--- src/rtl/boson_capture.sv ---
// boson_capture: Boson CMOS parallel video capture front end.
// Oversamples the camera port and emits a framed pixel stream.
module boson_capture #(
  parameter int IMG_WIDTH  = 320,
  parameter int IMG_HEIGHT = 256
) (
  input  logic        clk,
  input  logic        reset,
  input  logic        CMOS_CLK,
  input  logic        CMOS_VSYNC,
  input  logic        CMOS_HSYNC,
  input  logic        CMOS_VALID,
  input  logic [15:0] CMOS_DQ,
  input  logic        capture_en,
  input  logic        err_clr,
  output logic        out_valid,
  output logic [15:0] out_data,
  output logic        out_sof,
  output logic        out_sol,
  output logic        line_done,
  output logic [15:0] last_line_len,
  output logic [15:0] line_count,
  output logic        frame_done,
  output logic [15:0] frames_captured,
  output logic        err_width,
  output logic        err_height,
  output logic        busy
);

  typedef enum logic [1:0] {
    IDLE,
    ARMED,
    ACTIVE
  } state_t;

  localparam logic [15:0] W = 16'(IMG_WIDTH);
  localparam logic [15:0] H = 16'(IMG_HEIGHT);

  state_t      state;
  logic        s1_clk, s1_vs, s1_hs, s1_va;
  logic [15:0] s1_dq;
  logic        s2_clk, s2_vs, s2_va;
  logic        s2_hs_unused;
  logic [15:0] s2_dq;
  logic        s3_clk;
  logic        prev_valid, prev_vsync, first_px;
  logic [15:0] pix_cnt;

  logic        pclk_rise, vs_rise, vs_fall, line_end;
  logic [15:0] pix_inc, lc_inc, lc_after;

  always_ff @(posedge clk or posedge reset) begin
    if (reset) begin
      s1_clk       <= 1'b0;
      s1_vs        <= 1'b0;
      s1_hs        <= 1'b0;
      s1_va        <= 1'b0;
      s1_dq        <= '0;
      s2_clk       <= 1'b0;
      s2_vs        <= 1'b0;
      s2_hs_unused <= 1'b0;
      s2_va        <= 1'b0;
      s2_dq        <= '0;
      s3_clk       <= 1'b0;
    end else begin
      s1_clk       <= CMOS_CLK;
      s1_vs        <= CMOS_VSYNC;
      s1_hs        <= CMOS_HSYNC;
      s1_va        <= CMOS_VALID;
      s1_dq        <= CMOS_DQ;
      s2_clk       <= s1_clk;
      s2_vs        <= s1_vs;
      s2_hs_unused <= s1_hs;
      s2_va        <= s1_va;
      s2_dq        <= s1_dq;
      s3_clk       <= s2_clk;
    end
  end

  assign pclk_rise = s2_clk & ~s3_clk;
  assign vs_rise   = s2_vs & ~prev_vsync;
  assign vs_fall   = prev_vsync & ~s2_vs;
  // A frame end also closes a line that is still open
  assign line_end  = prev_valid & (~s2_va | vs_fall);

  assign pix_inc  = (pix_cnt == 16'hFFFF) ? pix_cnt : pix_cnt + 16'd1;
  assign lc_inc   = (line_count == 16'hFFFF) ? line_count
                                             : line_count + 16'd1;
  assign lc_after = line_end ? lc_inc : line_count;

  always_ff @(posedge clk or posedge reset) begin
    if (reset) begin
      state           <= IDLE;
      prev_valid      <= 1'b0;
      prev_vsync      <= 1'b0;
      first_px        <= 1'b0;
      pix_cnt         <= '0;
      out_valid       <= 1'b0;
      out_data        <= '0;
      out_sof         <= 1'b0;
      out_sol         <= 1'b0;
      line_done       <= 1'b0;
      last_line_len   <= '0;
      line_count      <= '0;
      frame_done      <= 1'b0;
      frames_captured <= '0;
      err_width       <= 1'b0;
      err_height      <= 1'b0;
      busy            <= 1'b0;
    end else begin
      out_valid  <= 1'b0;
      out_sof    <= 1'b0;
      out_sol    <= 1'b0;
      line_done  <= 1'b0;
      frame_done <= 1'b0;
      // Later set assignments override the clear
      if (err_clr) begin
        err_width  <= 1'b0;
        err_height <= 1'b0;
      end
      if (pclk_rise) begin
        prev_valid <= s2_va;
        prev_vsync <= s2_vs;
        unique case (state)
          IDLE: begin
            if (capture_en && !s2_vs) state <= ARMED;
          end
          ARMED: begin
            if (vs_rise) begin
              state      <= ACTIVE;
              busy       <= 1'b1;
              line_count <= '0;
              pix_cnt    <= '0;
              first_px   <= 1'b1;
            end else if (!capture_en) begin
              state <= IDLE;
            end
          end
          ACTIVE: begin
            if (s2_va) begin
              out_valid <= 1'b1;
              out_data  <= s2_dq;
              out_sol   <= ~prev_valid;
              out_sof   <= first_px;
              first_px  <= 1'b0;
              pix_cnt   <= pix_inc;
            end
            if (line_end) begin
              line_done     <= 1'b1;
              last_line_len <= pix_cnt;
              pix_cnt       <= '0;
              line_count    <= lc_inc;
              if (pix_cnt != W) err_width <= 1'b1;
            end
            if (vs_fall) begin
              frame_done      <= 1'b1;
              frames_captured <= frames_captured + 16'd1;
              if (lc_after != H) err_height <= 1'b1;
              state <= capture_en ? ARMED : IDLE;
              busy  <= 1'b0;
            end
          end
          default: state <= IDLE;
        endcase
      end
    end
  end

endmodule

--- config.mk ---
export PLATFORM = sky130hd
export DESIGN_NAME = boson_capture
export DESIGN_NICKNAME = d
export VERILOG_FILES = /design/src/rtl/boson_capture.sv
export SDC_FILE = /design/constraint.sdc
export NUM_CORES = 1
export LEC_CHECK = 0
export BUFFER_PORTS_ARGS = -buffer_cell sky130_fd_sc_hd__buf_4
export CORE_ASPECT_RATIO = 0.7
export CORE_MARGIN = 4
export CORE_UTILIZATION = 56
export DETAILED_ROUTE_END_ITERATION = 8
export PLACE_DENSITY = 0.8
export SKIP_CTS_REPAIR_TIMING = 1
export SYNTH_ARGS = -nofsm -noshare
export SYNTH_HDL_FRONTEND = slang
export SYNTH_SLANG_ARGS = --single-unit
--- constraint.sdc ---
create_clock -name clk -period 4.8 [get_ports clk]
set_input_delay 0.72 -clock clk [delete_from_list [all_inputs] [get_ports clk]]
set_output_delay 0.72 -clock clk [all_outputs]
set_load 0.01 [all_outputs]
* Word-level counts from Yosys, hierarchy flattened
Cells that the tools add are included.
** Operators by class
- Muxes and demuxes :: 44
- $add $sub $neg :: 3
- Equality and inequality tests :: 13
- Reductions and logical operators :: 12
- Bitwise logic cells :: 10
** Operator list (count)
- 16-bit two-way mux :: 6
- 16-bit case mux with 2 select lines :: 2
- 16-bit by 1-bit adder with 16-bit output, second input constant :: 3
- 16-bit == test, second input constant :: 2
- 16-bit by 9-bit != test with 1-bit output, second input constant :: 2
- 1-bit two-way mux :: 29
- 3-bit AND reduction :: 4
- 4-bit AND reduction :: 3
- 3-bit != test, second input constant :: 3
- 2-bit two-way mux :: 4
- 2-bit != test, second input constant :: 4
- 2-bit case mux with 3 select lines :: 1
- 1-bit NOT :: 5
- 5-bit AND reduction :: 1
- 1-bit AND :: 4
- 1-bit case mux with 2 select lines :: 2
- 2-bit by 1-bit == test with 1-bit output, second input constant :: 1
- 2-bit == test, second input constant :: 1
- 2-bit logical NOT :: 1
- 2-bit nonzero test :: 1
- 1-bit logical AND :: 1
- 1-bit logical NOT :: 1
- 1-bit OR :: 1
** Storage, ports and cells
- Input port bits :: 24
- Logic and storage cells :: 108
- Register bits after elaboration :: 132

* Depth between registers and ports, before layout
- Word-level depth :: 10
- Depth in mapped cells :: 9
- Depth with buffers taken out :: 7

* Worst setup path before layout
No wires, ideal clock.
- Path type :: flip-flop to flip-flop
- Start point :: register line_count[6]
- End point :: register err_height
- Slack :: 2.563 ns
- Library setup time :: 0.129 ns
- Clock period less this slack :: 2.237 ns
- Required time :: 4.671 ns
- Stages on the path, launching flop included :: 8
- Data arrival time :: 2.108 ns
- Path through :: dfrtp_1 -> buf_2 -> inv_1 -> or4_1 -> nor3_1 -> mux2i_1 -> o221ai_1 -> o41a_1
** On the way
- Cells in the longest elaborated chain, start to end :: 8
- Elaborated cells between the ends (all ways) :: 9
- Those cells by class :: add/sub (1); eq/ne (2); mux (6)
** RTL lines
- start, declared :: line 22 : output logic [15:0] line_count,
- start signal, assigned :: line 152 : line_count <= lc_inc;
- 16-bit by 1-bit adder with 16-bit output / 16-bit == test (equally long branches) :: line 88, 87
- 16-bit two-way mux :: line 87 : assign lc_inc = (line_count == 16'hFFFF) ? line_count
- 16-bit two-way mux (*)
- 16-bit by 9-bit != test with 1-bit output (*) :: line 158 : if (lc_after != H) err_height <= 1'b1;
- 1-bit two-way mux (*) :: line 158
- 1-bit two-way mux (*) :: line 155 : if (vs_fall) begin
- 1-bit two-way mux (*) :: line 124 : unique case (state)
- 1-bit two-way mux (*) :: line 121 : if (pclk_rise) begin
- end signal, assigned :: line 108 : err_height <= 1'b0;
- end signal, assigned :: line 119 : err_height <= 1'b0;
- end signal, assigned :: line 158
- end, declared :: line 26 : output logic err_height,
Mark *: on every way between the ends. The rest lies on a longest branch, timed or not.
A chain may end at the register's enable or synchronous reset.

* Worst setup path after layout
- Start point :: register state[0]
- End point :: register frames_captured[15]
** On the way
- Cells in the longest elaborated chain, start to end :: 2
** RTL lines
- start, declared :: line 39 : state_t state;
- start signal, assigned :: line 159 : state <= capture_en ? ARMED : IDLE;
- 2-bit == test :: line 124
- 3-bit AND reduction (no line)
- end signal, assigned :: line 157 : frames_captured <= frames_captured + 16'd1;
- end, declared :: line 24 : output logic [15:0] frames_captured,
Every way passes these cells.

==> results.yml <==
run_status:
  status: "finished, final reports clean"
clocking:
  htreeDepth: 4
  cts_buffers: 17
  cts_tree: "yes"
  cts_sinks: 132
  root_buffer: "clkbuf_16"
  clk_path_buf_depth: 2
  insertion_delay_ps: 420
  clk_pin_slew_ps: 60
worst_setup_path:
  crit_family: "simple AND/OR/NAND/NOR gates"
  cp-end-kind: "register"
  worst_ep_required_time_ps: 5100
  crit_buf_inv: 0
  critPathSlowestCell: "nand4bb_1"
  worst_setup_path_start_kind: "register"
  path_class: "reg2reg"
  worstPathMaxFanout: 17
  worstPathCellList: "nand4bb_1 -> nor2_2 -> nand3_1 -> nor3_1 -> nand3_1 -> xnor2_1"
  cp_common_cell: "nand3_1"
  cp.arrival_ps: 3250
  cpPeakStageDelay_ps: 740
die:
  die_w_um: 128
  core_area_mm2: 0.00972
  die_area_mm2: 0.0117
  die_h_um: 91.7
  io_pins: 96
  rows: 30
  start_util_pct: 57.6
yosys:
  yosysUniqueCellTypes: 61
  netlist_area_mm2: 0.00560
  synth_edf_count: 0
  async_reset_ff_share_pct: 100
  synth_top_area_cell: "dfrtp_1"
  synth_area_leaders: "dfrtp_1 59%, mux2_2 6.4%, o21ai_0 3.7%"
  synth.net_count: 508
  synth_cells: 480
  syn-mean-instance-area_um2: 11.7
  yosys_warnings: 0
  yosysTopAreaCellShare_pct: 59.0
  ys_seq_area_share_pct: 59.0
  ys.flop_type: "dfrtp_1"
  ys_ff_latch: 132
route:
  drc_errors: 0
  drtAntennaViolNets: 0
  wire_per_inst_um: 18.0
  wl_met3_um: 1270
  vias: 4250
  viasPerCell: 5.91
  top_layer_used: "met4"
  wl_met1_um: 5510
  met2_wirelength_um: 6020
  drt_iter0_markers: 363
  wl_um: 13000
  dr.pass1.iters: 5
power_and_ir_drop:
  power.density_mw_per_mm2: 433
  ir_drop_uv: 366
  pwr-share-seq_pct: 42.3
  power_frac_comb_pct: 12.1
  p_sw_share_pct: 24.8
  internal_power_mw: 2.29
  switchingPower_uw: 756
  pwr-share-clk_pct: 45.6
  p_leak_nw: 3.33
place:
  place_area_mm2: 0.00640
  gp_congestion: 0.905
  hpwlAfterDp_um: 8570
  port_buffers: 94
  placed_cells: 687
layout:
  fin_nets: 606
  layoutNonFillerInstCount: 719
  drive_gt1_share_pct: 29.8
  seqCellArea_mm2: 0.00330
  fin_area_mm2: 0.00704
  n_fill_cell: 653
  syn_to_final_growth_pct: 25.6
  multi_input_area_mm2: 0.00216
  num_antenna_cells: 0
timing:
  setup_viol: 0
  slew_headroom_pct: 29.3
  setup-tns-final_ps: 0
  period_share_pct: 61.5
  rsz0062_at_grt: "no"
  tightest_slew_ps: 1050
  hold_viol: 0
  final_period_minus_worst_setup_slack_ps: 2950
  skew_ps: 8.98
  max_freq_mhz: 339
  drv_slew: 0
grt:
  grt_pass1_vias: 4187
  antenna_found_initial: 0
  globalRouteTotalUtil_pct: 23.8
  overflow: 0
  grt_max_degree: 64
  grt_pass1_wl_um: 21700
flow_run:
  maxCapViolations: 0
min_path:
  hold_path.class: "reg2reg"
[registers in the layout, summed over array words and instances, names as in the netlist, 2 cells and up]
register / count
out_data: 16
pix_cnt: 16
s1_dq: 16
state: 2
frames_captured: 16
s2_dq: 16
last_line_len: 16
line_count: 16
[routing by layer]
metal / vias up / track usage [%]
li1: 1936 / -
met1: 2123 / 32.3
met2: 172 / 35.5
met3: 19 / 9.14
met4: 0 / 7.59
met5: - / 0
[placed cells by master (no fill, tap or decap), types with 3 or more instances in the layout]
| cell type | Yosys | layout |
|---|---|---|
| nor2b_1 | 4 | 4 |
| nor2_1 | 29 | 29 |
| ha_1 | 4 | 4 |
| xnor2_1 | 14 | 14 |
| mux2i_1 | 5 | 5 |
| nand3_1 | 14 | 14 |
| nor3_1 | 9 | 9 |
| or4_1 | 5 | 5 |
| nand2_1 | 39 | 39 |
| clkinvlp_4 | 0 | 3 |
| xor2_1 | 5 | 5 |
| and3_1 | 10 | 10 |
| o31ai_1 | 16 | 16 |
| or2_2 | 3 | 3 |
| a22o_1 | 4 | 4 |
| buf_4 | 0 | 97 |
| inv_1 | 12 | 11 |
| and2_1 | 4 | 4 |
| inv_6 | 0 | 4 |
| bufinv_16 | 0 | 4 |
| a21o_1 | 4 | 4 |
| nor4b_1 | 3 | 3 |
| a21oi_1 | 12 | 12 |
| nand2b_1 | 5 | 5 |
| dfrtp_1 | 132 | 132 |
| clkbuf_16 | 0 | 17 |
| mux2_2 | 32 | 32 |
| nand4_1 | 11 | 11 |
| a31oi_1 | 5 | 5 |
| o21ai_0 | 41 | 41 |
[through the flow]
stage	util [%]	worst slack (ps)	power [mW]	hold slack [ps]
after floorplan	-	554	1.49	331
after global placement	65.8	2010	1.65	332
after detailed placement	65.8	1950	1.68	336
after CTS	72.4	1920	3.07	348
after global routing	72.4	1600	3.18	353
final	72.4	1850	3.04	347
[final timing paths]
kind                                 startpoint                         endpoint  slack [ps]  cells past startpoint
min reg2reg                  s1_dq[4]$_DFF_PP0_               s2_dq[4]$_DFF_PP0_         350                      0
max in group asynchronous                 reset           pix_cnt[3]$_DFFE_PP0P_        3390                      3
min in group asynchronous                 reset              out_valid$_DFF_PP0_         440                      2
min                          s1_dq[4]$_DFF_PP0_               s2_dq[4]$_DFF_PP0_         350                      0
max                        state[0]$_DFFE_PP0P_  frames_captured[15]$_DFFE_PP0P_        1850                      6
max reg2reg                state[0]$_DFFE_PP0P_  frames_captured[15]$_DFFE_PP0P_        1850                      6
[cell type report]
type                            count  area share (%)
Clock buffer                       19            6.30
Multi-Input combinational cell    318            30.7
Inverter                           12           0.676
Tap cell                          128            2.28
Sequential cell                   132            47.0
Timing Repair Buffer               97            10.4
Clock inverter                     13            2.77
[power groups by stage]
stage | clock, mW | sequential, mW | combinational, mW
2_1_floorplan | 0 | 1.32 | 0.172
3_3_place_gp | 0 | 1.30 | 0.359
3_5_place_dp | 0 | 1.30 | 0.371
4_1_cts | 1.41 | 1.29 | 0.376
5_1_grt | 1.47 | 1.30 | 0.409
6_report | 1.39 | 1.29 | 0.369
[kinds of logic (layout without fill, tap and decap cells)]
logic type / Yosys count / in the layout / share of synthesized area [%]
muxes: 37 / 37 / 7.33
and+or+nand+nor: 162 / 162 / 16.4
DFF: 132 / 132 / 59.0
buffers and inverters: 30 / 141 / 2.50
adders and majority gates: 4 / 4 / 0.893
AOI/OAI and AO/OA: 96 / 96 / 11.0
xor gates and xnor gates: 19 / 19 / 2.97
[cells in the mapped netlist (5+ instances only)]
cell and number:
o21ai_0 41, xor2_1 5, buf_2 10, nand3_1 14, a31oi_1 5, nor2_1 29
inv_1 12, a21oi_1 12, mux2i_1 5, nand2_1 39, xnor2_1 14, clkbuf_1 6
and3_1 10, nor3_1 9, dfrtp_1 132, nand4_1 11, o31ai_1 16, mux2_2 32
nand2b_1 5, or4_1 5
[worst reg2reg max path, delay by kind of cell, from the launching register on]
| family | cells | cell delay, ps |
|---|---|---|
| AND/OR/NAND/NOR | 5 | 2200 |
| flip-flops | 1 | 460 |
| XOR/XNOR | 1 | 170 |
Note: power is estimated with default switching activity, not from simulation.
